<file path="config.mk">
export PLATFORM = sky130hd
export DESIGN_NAME = sopc_test_ctrl_flat
export DESIGN_NICKNAME = d
export VERILOG_FILES = /design/src/rtl/sopc_test_pkg.sv /design/src/rtl/sopc_test_ctrl_if.sv /design/src/rtl/sopc_led_stable.sv /design/src/rtl/sopc_test_ctrl.sv /design/src/flat_wrapper.sv
export SDC_FILE = /design/constraint.sdc
export NUM_CORES = 1
export LEC_CHECK = 0
export BUFFER_PORTS_ARGS = -buffer_cell sky130_fd_sc_hd__buf_2
export CORE_MARGIN = 2
export CORE_UTILIZATION = 51
export DETAILED_ROUTE_END_ITERATION = 8
export PLACE_DENSITY = 0.75
export SLEW_MARGIN = 15
export SYNTH_ARGS = -nofsm -noshare
export SYNTH_HDL_FRONTEND = slang
export SYNTH_SLANG_ARGS = --single-unit
</file>
<file path="constraint.sdc">
create_clock -name clk -period 2.3 [get_ports clk]
set_clock_uncertainty 0.15 [all_clocks]
set_input_delay 0.23 -clock clk [delete_from_list [all_inputs] [get_ports clk]]
set_output_delay 0.23 -clock clk [all_outputs]
set_load 0.02 [all_outputs]
</file>
<file path="src/rtl/sopc_test_pkg.sv">
// Shared definitions for the SOPC board-test controller: FSM encoding,
// default LED verdict patterns and a small state helper.
package sopc_test_pkg;

  typedef logic [2:0] state_t;

  localparam state_t ST_HOLD = 3'd0;
  localparam state_t ST_RUN  = 3'd1;
  localparam state_t ST_PASS = 3'd2;
  localparam state_t ST_FAIL = 3'd3;
  localparam state_t ST_TMO  = 3'd4;

  localparam logic [3:0] DEF_PASS_PAT = 4'hA;
  localparam logic [3:0] DEF_FAIL_PAT = 4'h5;

  function automatic logic is_terminal(input state_t s);
    return (s == ST_PASS) || (s == ST_FAIL) || (s == ST_TMO);
  endfunction

endpackage

</file>
<file path="src/rtl/sopc_test_ctrl_if.sv">
// Bundle between the test controller and the board harness: observed LEDs,
// restart request, DUT reset and the registered verdict outputs.
interface sopc_test_ctrl_if #(
  parameter int LED_W = 4,
  parameter int CNT_W = 32
);

  logic [LED_W-1:0] led;
  logic             restart;
  logic             dut_rst;
  logic             done;
  logic             pass;
  logic             fail;
  logic             timeout;
  logic [CNT_W-1:0] cycles;

  modport master (
    input  led, restart,
    output dut_rst, done, pass, fail, timeout, cycles
  );

  modport slave (
    output led, restart,
    input  dut_rst, done, pass, fail, timeout, cycles
  );

endinterface

</file>
<file path="src/rtl/sopc_led_stable.sv">
// Two-flop synchroniser for the asynchronous LED bus followed by a
// saturating run-length counter of identical synchronised samples.
module sopc_led_stable #(
  parameter int LED_W         = 4,
  parameter int STABLE_CYCLES = 4
) (
  input  logic             clk,
  input  logic             rst,
  input  logic             clr,
  input  logic [LED_W-1:0] led,
  output logic [LED_W-1:0] led_val,
  output logic             stable
);

  localparam int SC_W = $clog2(STABLE_CYCLES + 1);

  logic [LED_W-1:0] sync1;
  logic [LED_W-1:0] sync2;
  logic [SC_W-1:0]  cnt;

  always_ff @(posedge clk or negedge rst) begin
    if (!rst) begin
      sync1 <= '0;
      sync2 <= '0;
    end else begin
      sync1 <= led;
      sync2 <= sync1;
    end
  end

  // led_val is the last synchronised sample; cnt is how many consecutive
  // samples have matched it, so a verdict always pairs with its own value.
  always_ff @(posedge clk or negedge rst) begin
    if (!rst) begin
      led_val <= '0;
      cnt     <= '0;
    end else if (clr) begin
      led_val <= '0;
      cnt     <= '0;
    end else begin
      led_val <= sync2;
      if (sync2 != led_val) begin
        cnt <= SC_W'(1);
      end else if (cnt != SC_W'(STABLE_CYCLES)) begin
        cnt <= cnt + SC_W'(1);
      end
    end
  end

  assign stable = (cnt == SC_W'(STABLE_CYCLES));

endmodule

</file>
<file path="src/rtl/sopc_test_ctrl.sv">
// Board self-test sequencer: holds the DUT in reset, runs it while watching
// its LEDs, and latches a sticky pass/fail/timeout verdict until restarted.
module sopc_test_ctrl
  import sopc_test_pkg::*;
#(
  parameter int               LED_W          = 4,
  parameter int               RST_CYCLES     = 5,
  parameter int               TIMEOUT_CYCLES = 250000,
  parameter int               STABLE_CYCLES  = 4,
  parameter logic [LED_W-1:0] PASS_PAT       = LED_W'(DEF_PASS_PAT),
  parameter logic [LED_W-1:0] FAIL_PAT       = LED_W'(DEF_FAIL_PAT),
  parameter int               CNT_W          = 32
) (
  input  logic              clk,
  input  logic              rst,
  sopc_test_ctrl_if.master  bus
);

  localparam int HOLD_W = (RST_CYCLES > 1) ? $clog2(RST_CYCLES) : 1;
  localparam int CMP_W  = (CNT_W > 32) ? CNT_W : 32;

  state_t           state, state_d;
  logic [HOLD_W-1:0] hold_cnt, hold_d;
  logic [CNT_W-1:0] cyc_q, cyc_d;
  logic             stab_clr;
  logic [LED_W-1:0] led_val;
  logic             led_stable;
  logic             pass_hit, fail_hit, tmo_hit;
  logic             dut_rst_q, done_q, pass_q, fail_q, tmo_q;

  sopc_led_stable #(
    .LED_W         (LED_W),
    .STABLE_CYCLES (STABLE_CYCLES)
  ) u_stable (
    .clk     (clk),
    .rst     (rst),
    .clr     (stab_clr),
    .led     (bus.led),
    .led_val (led_val),
    .stable  (led_stable)
  );

  // The timeout compare is widened so a limit beyond the counter range is
  // simply never reached rather than aliasing onto a truncated value.
  assign pass_hit = led_stable && (led_val == PASS_PAT);
  assign fail_hit = led_stable && (led_val == FAIL_PAT);
  assign tmo_hit  = (CMP_W'(cyc_q) == CMP_W'(TIMEOUT_CYCLES - 1));

  always_comb begin
    state_d  = state;
    hold_d   = hold_cnt;
    cyc_d    = cyc_q;
    stab_clr = 1'b0;
    case (state)
      ST_HOLD: begin
        if (hold_cnt == HOLD_W'(RST_CYCLES - 1)) begin
          state_d = ST_RUN;
          hold_d  = '0;
          cyc_d   = '0;
        end else begin
          hold_d = hold_cnt + HOLD_W'(1);
        end
      end
      ST_RUN: begin
        if (pass_hit) begin
          state_d = ST_PASS;
        end else if (fail_hit) begin
          state_d = ST_FAIL;
        end else if (tmo_hit) begin
          state_d = ST_TMO;
        end else if (!(&cyc_q)) begin
          cyc_d = cyc_q + CNT_W'(1);
        end
      end
      ST_PASS, ST_FAIL, ST_TMO: begin
        if (bus.restart) begin
          state_d  = ST_HOLD;
          hold_d   = '0;
          cyc_d    = '0;
          stab_clr = 1'b1;
        end
      end
      default: begin
        state_d = ST_HOLD;
        hold_d  = '0;
        cyc_d   = '0;
      end
    endcase
  end

  // Outputs are decoded from the next state so they line up with the state
  // register instead of trailing it by a cycle.
  always_ff @(posedge clk or negedge rst) begin
    if (!rst) begin
      state     <= ST_HOLD;
      hold_cnt  <= '0;
      cyc_q     <= '0;
      dut_rst_q <= 1'b1;
      done_q    <= 1'b0;
      pass_q    <= 1'b0;
      fail_q    <= 1'b0;
      tmo_q     <= 1'b0;
    end else begin
      state     <= state_d;
      hold_cnt  <= hold_d;
      cyc_q     <= cyc_d;
      dut_rst_q <= (state_d == ST_HOLD);
      done_q    <= is_terminal(state_d);
      pass_q    <= (state_d == ST_PASS);
      fail_q    <= (state_d == ST_FAIL);
      tmo_q     <= (state_d == ST_TMO);
    end
  end

  assign bus.dut_rst = dut_rst_q;
  assign bus.done    = done_q;
  assign bus.pass    = pass_q;
  assign bus.fail    = fail_q;
  assign bus.timeout = tmo_q;
  assign bus.cycles  = cyc_q;

endmodule

</file>
<file path="src/flat_wrapper.sv">
// flat-port wrapper written by rule: the top's interface ports become plain ports
module sopc_test_ctrl_flat import sopc_test_pkg::*;
#(
  parameter int               LED_W          = 4,
  parameter int               RST_CYCLES     = 5,
  parameter int               TIMEOUT_CYCLES = 250000,
  parameter int               STABLE_CYCLES  = 4,
  parameter logic [LED_W-1:0] PASS_PAT       = LED_W'(DEF_PASS_PAT),
  parameter logic [LED_W-1:0] FAIL_PAT       = LED_W'(DEF_FAIL_PAT),
  parameter int               CNT_W          = 32
)
  (clk, rst, bus_led, bus_restart, bus_dut_rst, bus_done, bus_pass, bus_fail, bus_timeout, bus_cycles);
  sopc_test_ctrl_if #(.LED_W(LED_W), .CNT_W(CNT_W)) bus_i ();
  input  logic clk;
  input  logic rst;
  input wire logic [$bits(bus_i.led)-1:0] bus_led;
  input wire logic [$bits(bus_i.restart)-1:0] bus_restart;
  output wire logic [$bits(bus_i.dut_rst)-1:0] bus_dut_rst;
  output wire logic [$bits(bus_i.done)-1:0] bus_done;
  output wire logic [$bits(bus_i.pass)-1:0] bus_pass;
  output wire logic [$bits(bus_i.fail)-1:0] bus_fail;
  output wire logic [$bits(bus_i.timeout)-1:0] bus_timeout;
  output wire logic [$bits(bus_i.cycles)-1:0] bus_cycles;
  assign bus_i.led = bus_led;
  assign bus_i.restart = bus_restart;
  assign bus_dut_rst = bus_i.dut_rst;
  assign bus_done = bus_i.done;
  assign bus_pass = bus_i.pass;
  assign bus_fail = bus_i.fail;
  assign bus_timeout = bus_i.timeout;
  assign bus_cycles = bus_i.cycles;
  sopc_test_ctrl #(.LED_W(LED_W), .RST_CYCLES(RST_CYCLES), .TIMEOUT_CYCLES(TIMEOUT_CYCLES), .STABLE_CYCLES(STABLE_CYCLES), .PASS_PAT(PASS_PAT), .FAIL_PAT(FAIL_PAT), .CNT_W(CNT_W)) u_core (.clk(clk), .rst(rst), .bus(bus_i));
endmodule
</file>
-- Yosys cells after proc, flatten, opt, wreduce, memory -nomap -nowiden
Cells that the tools add are included.
W data, S select, Z words.
- input bits: 7
- word-level logic and storage cells: 69
- bits in registers: 58
- output and inout bits: 37
- bitwise logic cells: 1
- $add $sub $neg: 3
- mux-type cells: 22
- reductions and logical operators: 11
- eq/ne operators: 20
- operators by type and width (operator ; number):
    $mux W32 ; 6
    $pmux W32 S3 ; 1
    $add A32 B1 Y32 const B ; 1
    $eq A32 B18 Y1 const B ; 1
    $reduce_and A32 Y1 ; 1
    $mux W3 ; 10
    $pmux W3 S3 ; 2
    $eq A3 B2 Y1 const B ; 4
    $eq A3 B3 Y1 const B ; 4
    $ne A2 B2 Y1 const B ; 5
    $add A3 B1 Y3 const B ; 2
    $logic_not A3 Y1 ; 2
    $reduce_and A6 Y1 ; 1
    $eq A4 B3 Y1 const B ; 1
    $eq A4 B4 Y1 const B ; 1
    $mux W4 ; 1
    $ne A4 B4 Y1 ; 1
    $eq A3 B1 Y1 const B ; 1
    $ne A3 B3 Y1 const B ; 1
    $reduce_bool A3 Y1 ; 1
    $reduce_or A3 Y1 ; 1
    $logic_and A1 B1 Y1 ; 2
    $logic_or A1 B1 Y1 ; 2
    $mux W1 ; 2
    other kinds (3) ; 3

-- Depth between registers and ports, before layout
- word-level depth: 8
- depth in mapped cells: 9
- gate-level depth less buffers: 8

-- Hierarchy
A second synthesis with hierarchy kept.
- cells, all modules: 308
- area, all modules: 3065.4 µm²
- by module, submodules not included (module ; area each (µm²) ; instances ; seq. area each (µm²) ; cells each):
    sopc_test_ctrl ; 2532.4 ; 1 ; 1077.3 ; 271
    sopc_led_stable ; 533.0 ; 1 ; 375.4 ; 37

-- Worst setup path before layout
OpenSTA, ideal clock, no wires.
- path kind: register to register
- start point: register u_core.cyc_q[24], in the netlist u_core.bus.cycles[24]
- end point: register u_core.done_q, in the netlist u_core.bus.done
- library setup time: 65 ps
- path slack: -56 ps
- stages on the path, launching flop included: 8
- arrival time: 2142 ps
- required time: 2085 ps
- path through: dfrtp_1 > nor4_1 > nand2_1 > or4_1 > buf_2 > or3b_4 > a21oi_4 > or2_1
- word-level cells in the longest chain between the ends: 8
- elaborated cells on any way between the ends: 10
- those cells by class: 4 x eq/ne; 4 x mux; 2 x reduce/logical
- ends and longest elaborated chain (element ; line ; RTL):
    start, declared ; sopc_test_ctrl.sv:24 ; logic [CNT_W-1:0] cyc_q, cyc_d;
    start signal, assigned ; sopc_test_ctrl.sv:106 ; cyc_q <= cyc_d;
    $eq A32 B18 Y1 * ; sopc_test_ctrl.sv:47 ; assign tmo_hit = (CMP_W'(cyc_q) == CMP_W'(TIMEOUT_CYCLES - 1));
    $mux W3 * ; sopc_test_ctrl.sv:69 ; end else if (tmo_hit) begin
    $mux W3 * ; sopc_test_ctrl.sv:67 ; end else if (fail_hit) begin
    $mux W3 * ; sopc_test_ctrl.sv:65 ; if (pass_hit) begin
    $pmux W3 S3 * ; sopc_test_ctrl.sv:54 ; case (state)
    via u_core.state_d[2] ; sopc_test_ctrl.sv:22 ; state_t state, state_d;
    $eq A3 B2 Y1 ; sopc_test_pkg.sv:17 ; return (s == ST_PASS) || (s == ST_FAIL) || (s == ST_TMO);
    $logic_or A1 B1 Y1 ; sopc_test_pkg.sv:17 ;
    $logic_or A1 B1 Y1 * ; sopc_test_pkg.sv:17 ;
    end signal, assigned ; sopc_test_ctrl.sv:108 ; done_q <= is_terminal(state_d);
    end, declared ; sopc_test_ctrl.sv:29 ; logic dut_rst_q, done_q, pass_q, fail_q, tmo_q;
The timed path passes the listed nets; every way through them passes the cells marked *.
A chain may end at the register's enable or synchronous reset.

-- Final worst setup path
- start point: register u_core.hold_cnt[1]
- end point: register u_core.cyc_q[30], in the netlist u_core.bus.cycles[30]
- word-level cells in the longest chain between the ends: 3
- ends and longest elaborated chain (element ; line ; RTL):
    start, declared ; sopc_test_ctrl.sv:23 ; logic [HOLD_W-1:0] hold_cnt, hold_d;
    start signal, assigned ; sopc_test_ctrl.sv:105 ; hold_cnt <= hold_d;
    $eq A3 B3 Y1 ; sopc_test_ctrl.sv:56 ; if (hold_cnt == HOLD_W'(RST_CYCLES - 1)) begin
    $ne A2 B1 Y1 (no line) ; - ;
    $reduce_and A6 Y1 (no line) ; - ;
No other way between the ends.

==> impl_metrics.csv <==
group,metric,value,unit
placed_design,gp_congestion,0.865,
final_layout,drive_above_1_share,0.518,
final_layout,n_antenna_cell,0,
timing,final_slew_viol_count,0,
floorplan,fp.dieW,80.2,um
logic_synthesis,cell_count_after_synthesis,314,
floorplan,placementRows,27,
timing,final_period_minus_worst_setup_slack,2.45,ns
logic_synthesis,synth-async-reset-ratio,1.00,
timing,final.hold.worst_slack,0.0257,ns
logic_synthesis,synth_top_area_frac,0.481,
critical_path,crit_path_start_kind,"register",
final_layout,final_nets,447,
logic_synthesis,postSynthNetCount,326,
final_layout,growth_of_design_area_from_synthesis_to_finish,57.2,%
placed_design,pre_cts_ws,-0.221,ns
clock_tree,tritoncts_num_sinks,58,
critical_path,cpPeakStageDelay,0.40,ns
clock_tree,clock_tree.htree_level_count,3,
run_status,status,"finished, violations left",
timing,fin_crit_sh,1.07,
floorplan,pin_count,44,
placed_design,hpwlAfterDp,5340,um
logic_synthesis,synth-edff-count,0,
logic_synthesis,mappedNetlistArea,2960,um^2
detailed_routing,remaining_drc_errors,0,
critical_path,critical_path.max_fanout,4,
floorplan,die_y,80.2,um
critical_path,setup_slack_reg_to_reg,-0.15,ns
global_route,grt_pass1_wl,14500,um
power_and_ir_drop,leakagePower,2.10,nW
clock_tree,cts.path.max_buffers,2,
logic_synthesis,ys_seq_area_frac,0.490,
timing,layout_setup_ws,-0.153,ns
placed_design,port_buffers,43,
global_route,track_usage,0.293,
power_and_ir_drop,cellPowerDensity,874,nW/um^2
floorplan,starting_density,0.532,
critical_path,slowest_stage,"dfrtp_1",
critical_path,worst_path_dominant_cell_family,"simple AND/OR/NAND/NOR gates",
logic_synthesis,synthTopCellsByCount,"dfrtp_1 (57), a21oi_1 (31), nand2_1 (23)",
critical_path,critical_path.endpoint_type,"register",
min_path,hold_path_class,"in2reg",
global_route,grt_max_degree,59,
global_route,grt_overflow_total,0,
detailed_routing,routed_len_inst,20.7,um
detailed_routing,drtPass1Iterations,5,
logic_synthesis,synth.yosys.warnings,0,
clock_tree,tritoncts_clock_tree,"built",
detailed_routing,viasPerCell,6.45,
floorplan,dieArea,6440,um^2
final_layout,final_design_area_no_fill,4660,um^2
clock_tree,cts_inserted_buffers,9,
detailed_routing,vias,3302,
clock_tree,root_buffer,"clkbuf_8",
timing,rsz0062_at_grt,"true",
detailed_routing,routed_wl,10600,um
logic_synthesis,synth.area.top_cells,"dfrtp_1 (48%), a21oi_1 (5.2%), nand4_1 (3.6%)",
run_status,violations,"negative setup slack",
logic_synthesis,synth_top_flop_cell,"dfrtp_1",
critical_path,critical_path.cell_chain,"inv_2 -> ha_4 -> a2111oi_2 -> nor3_2 -> and2_4 -> buf_6 -> nand4_1 -> buf_4 -> or3_1 -> a21oi_1",
floorplan,design.core.area,5570,um^2
logic_synthesis,post-synth-top-count-cell,"dfrtp_1",
detailed_routing,drt_first_iter_violations,370,
timing,slew_headroom,0.425,
timing,worstMarginPinSlew,0.853,ns
clock_tree,clk_latency,0.35,ns
final_layout,final.fill_count,285,
final_layout,ff_latch_area,1460,um^2
placed_design,placedInstanceArea,3700,um^2
flow_run,cap_viol_max_count,0,
logic_synthesis,synth_largest_area_cell,"dfrtp_1",
clock_tree,clk_transition_reported_paths,0.07,ns
critical_path,critPathRequiredTime,2.41,ns
logic_synthesis,synth.lib_cells_used.distinct,42,
power_and_ir_drop,total_power,4.07,mW
timing,fmax,408,MHz
timing,timing.final.setup_violations,36,
timing,finalHoldViolations,0,
global_route,number_of_antenna_violations_at_the_first_check_in_global_routing,0,
logic_synthesis,synth.ff_latch_count,58,
critical_path,crit_type,"reg2reg",
final_layout,total_area_of_multi_input_combinational_cells,1850,um^2
detailed_routing,antenna_violating_nets_post_route,0,
critical_path,timing.critical_path.arrival,2.56,ns
logic_synthesis,post_synth.cell_area_avg,9.44,um^2
critical_path,cp.buffers_inverters,3,
global_route,grt_pass1_vias,2954,
power_and_ir_drop,ir_worst_vdd,618,uV
## worst paths after layout
path / start / to / depth (start not counted)
setup / recovery: u_core.hold_cnt[1]$_DFFE_PN0P_ / u_core.bus.cycles[30]$_DFFE_PN0P_ / 10
min in group asynchronous: rst / u_core.bus.cycles[21]$_DFFE_PN0P_ / 3
hold reg to reg: u_core.u_stable.sync1[1]$_DFF_PN0_ / u_core.u_stable.sync2[1]$_DFF_PN0_ / 0
setup reg to reg: u_core.hold_cnt[1]$_DFFE_PN0P_ / u_core.bus.cycles[30]$_DFFE_PN0P_ / 10
max in group asynchronous: rst / u_core.bus.dut_rst$_DFF_PN1_ / 3
hold / removal: bus_restart / u_core.u_stable.cnt[0]$_DFFE_PN0P_ / 2
## cell type report
type / instances / area share
Inverter: 9 / 0.00725
Clock inverter: 7 / 0.0250
Timing Repair Buffer: 122 / 0.212
Tap cell: 72 / 0.0193
Multi-Input combinational cell: 235 / 0.397
Sequential cell: 58 / 0.313
Clock buffer: 9 / 0.0266
## layer usage
layer / routed length (um) / up-vias / track usage
met5: 0 / - / 0
met4: 537 / 0 / 0.0898
met3: 922 / 69 / 0.0708
met2: 5020 / 236 / 0.462
met1: 4120 / 1584 / 0.402
li1: - / 1413 / -
## report_power, final
group          internal, mW  switching [mW]  leakage, nW
combinational         0.842           0.898         1.22
clock                 0.719           0.457        0.120
sequential             1.09          0.0622        0.760
total                  2.66            1.42         2.10
## registers in the layout, summed over array words and instances (netlist names)
| name | cells |
|---|---|
| u_core.bus.cycles | 32 |
| u_core.u_stable.led_val | 4 |
| u_core.u_stable.sync1 | 4 |
| u_core.u_stable.sync2 | 4 |
| u_core.hold_cnt | 3 |
| u_core.state | 3 |
| u_core.u_stable.cnt | 3 |
| u_core.bus.done | 1 |
| u_core.bus.dut_rst | 1 |
| u_core.bus.fail | 1 |
| u_core.bus.pass | 1 |
| u_core.bus.timeout | 1 |
## per-stage QoR
step	cells	TNS, ns	util
6_report	512	-2.18	0.836
3_3_place_gp	474	-1.86	0.664
5_1_grt	512	-4.02	0.836
3_5_place_dp	474	-2.86	0.664
4_1_cts	502	-0.143	0.756
2_1_floorplan	314	-0.0159	-
## what timing repair did
| item | CTS | global route |
|---|---|---|
| hold buffers | 5 | 0 |
| gates resized for setup | 23 | 96 |
| hold endpoints to repair | 61 | 0 |
| cloned | 3 | 1 |
| buffers inserted | 4 | 9 |
| endpoints found under the setup margin | 38 | 37 |
| pin swaps | 6 | 56 |
## worst register-to-register path, delay by kind of cell, from the launching register on
| family | cells | cell delay, ns |
|---|---|---|
| simple gates | 4 | 1.02 |
| fa+ha+maj | 1 | 0.14 |
| flops | 1 | 0.40 |
| compound gates | 2 | 0.23 |
| buf+inv | 3 | 0.42 |
## cells by family after synthesis
logic type / Yosys count / synth area share
AOI/OAI and AO/OA: 71 / 0.141
xor gates and xnor gates: 8 / 0.0236
adders and majority gates: 5 / 0.0211
buffers and inverters: 21 / 0.0295
DFF: 58 / 0.490
muxes: 1 / 0.00380
and+or+nand+nor: 150 / 0.291
## placed cells by master (no fill, tap or decap), types with 9 or more instances in the layout
master | Yosys | layout
a21oi_1 | 31 | 14
nand4_1 | 17 | 17
nand3_1 | 16 | 12
buf_4 | 0 | 58
o21ai_2 | 0 | 14
nand2_1 | 23 | 22
and2_1 | 11 | 9
clkbuf_8 | 0 | 9
dfrtp_1 | 57 | 52
or3_4 | 0 | 9
a21oi_2 | 0 | 17
nor2_1 | 15 | 15
buf_2 | 7 | 43
No activity file was read; power rests on OpenSTA's default activity.
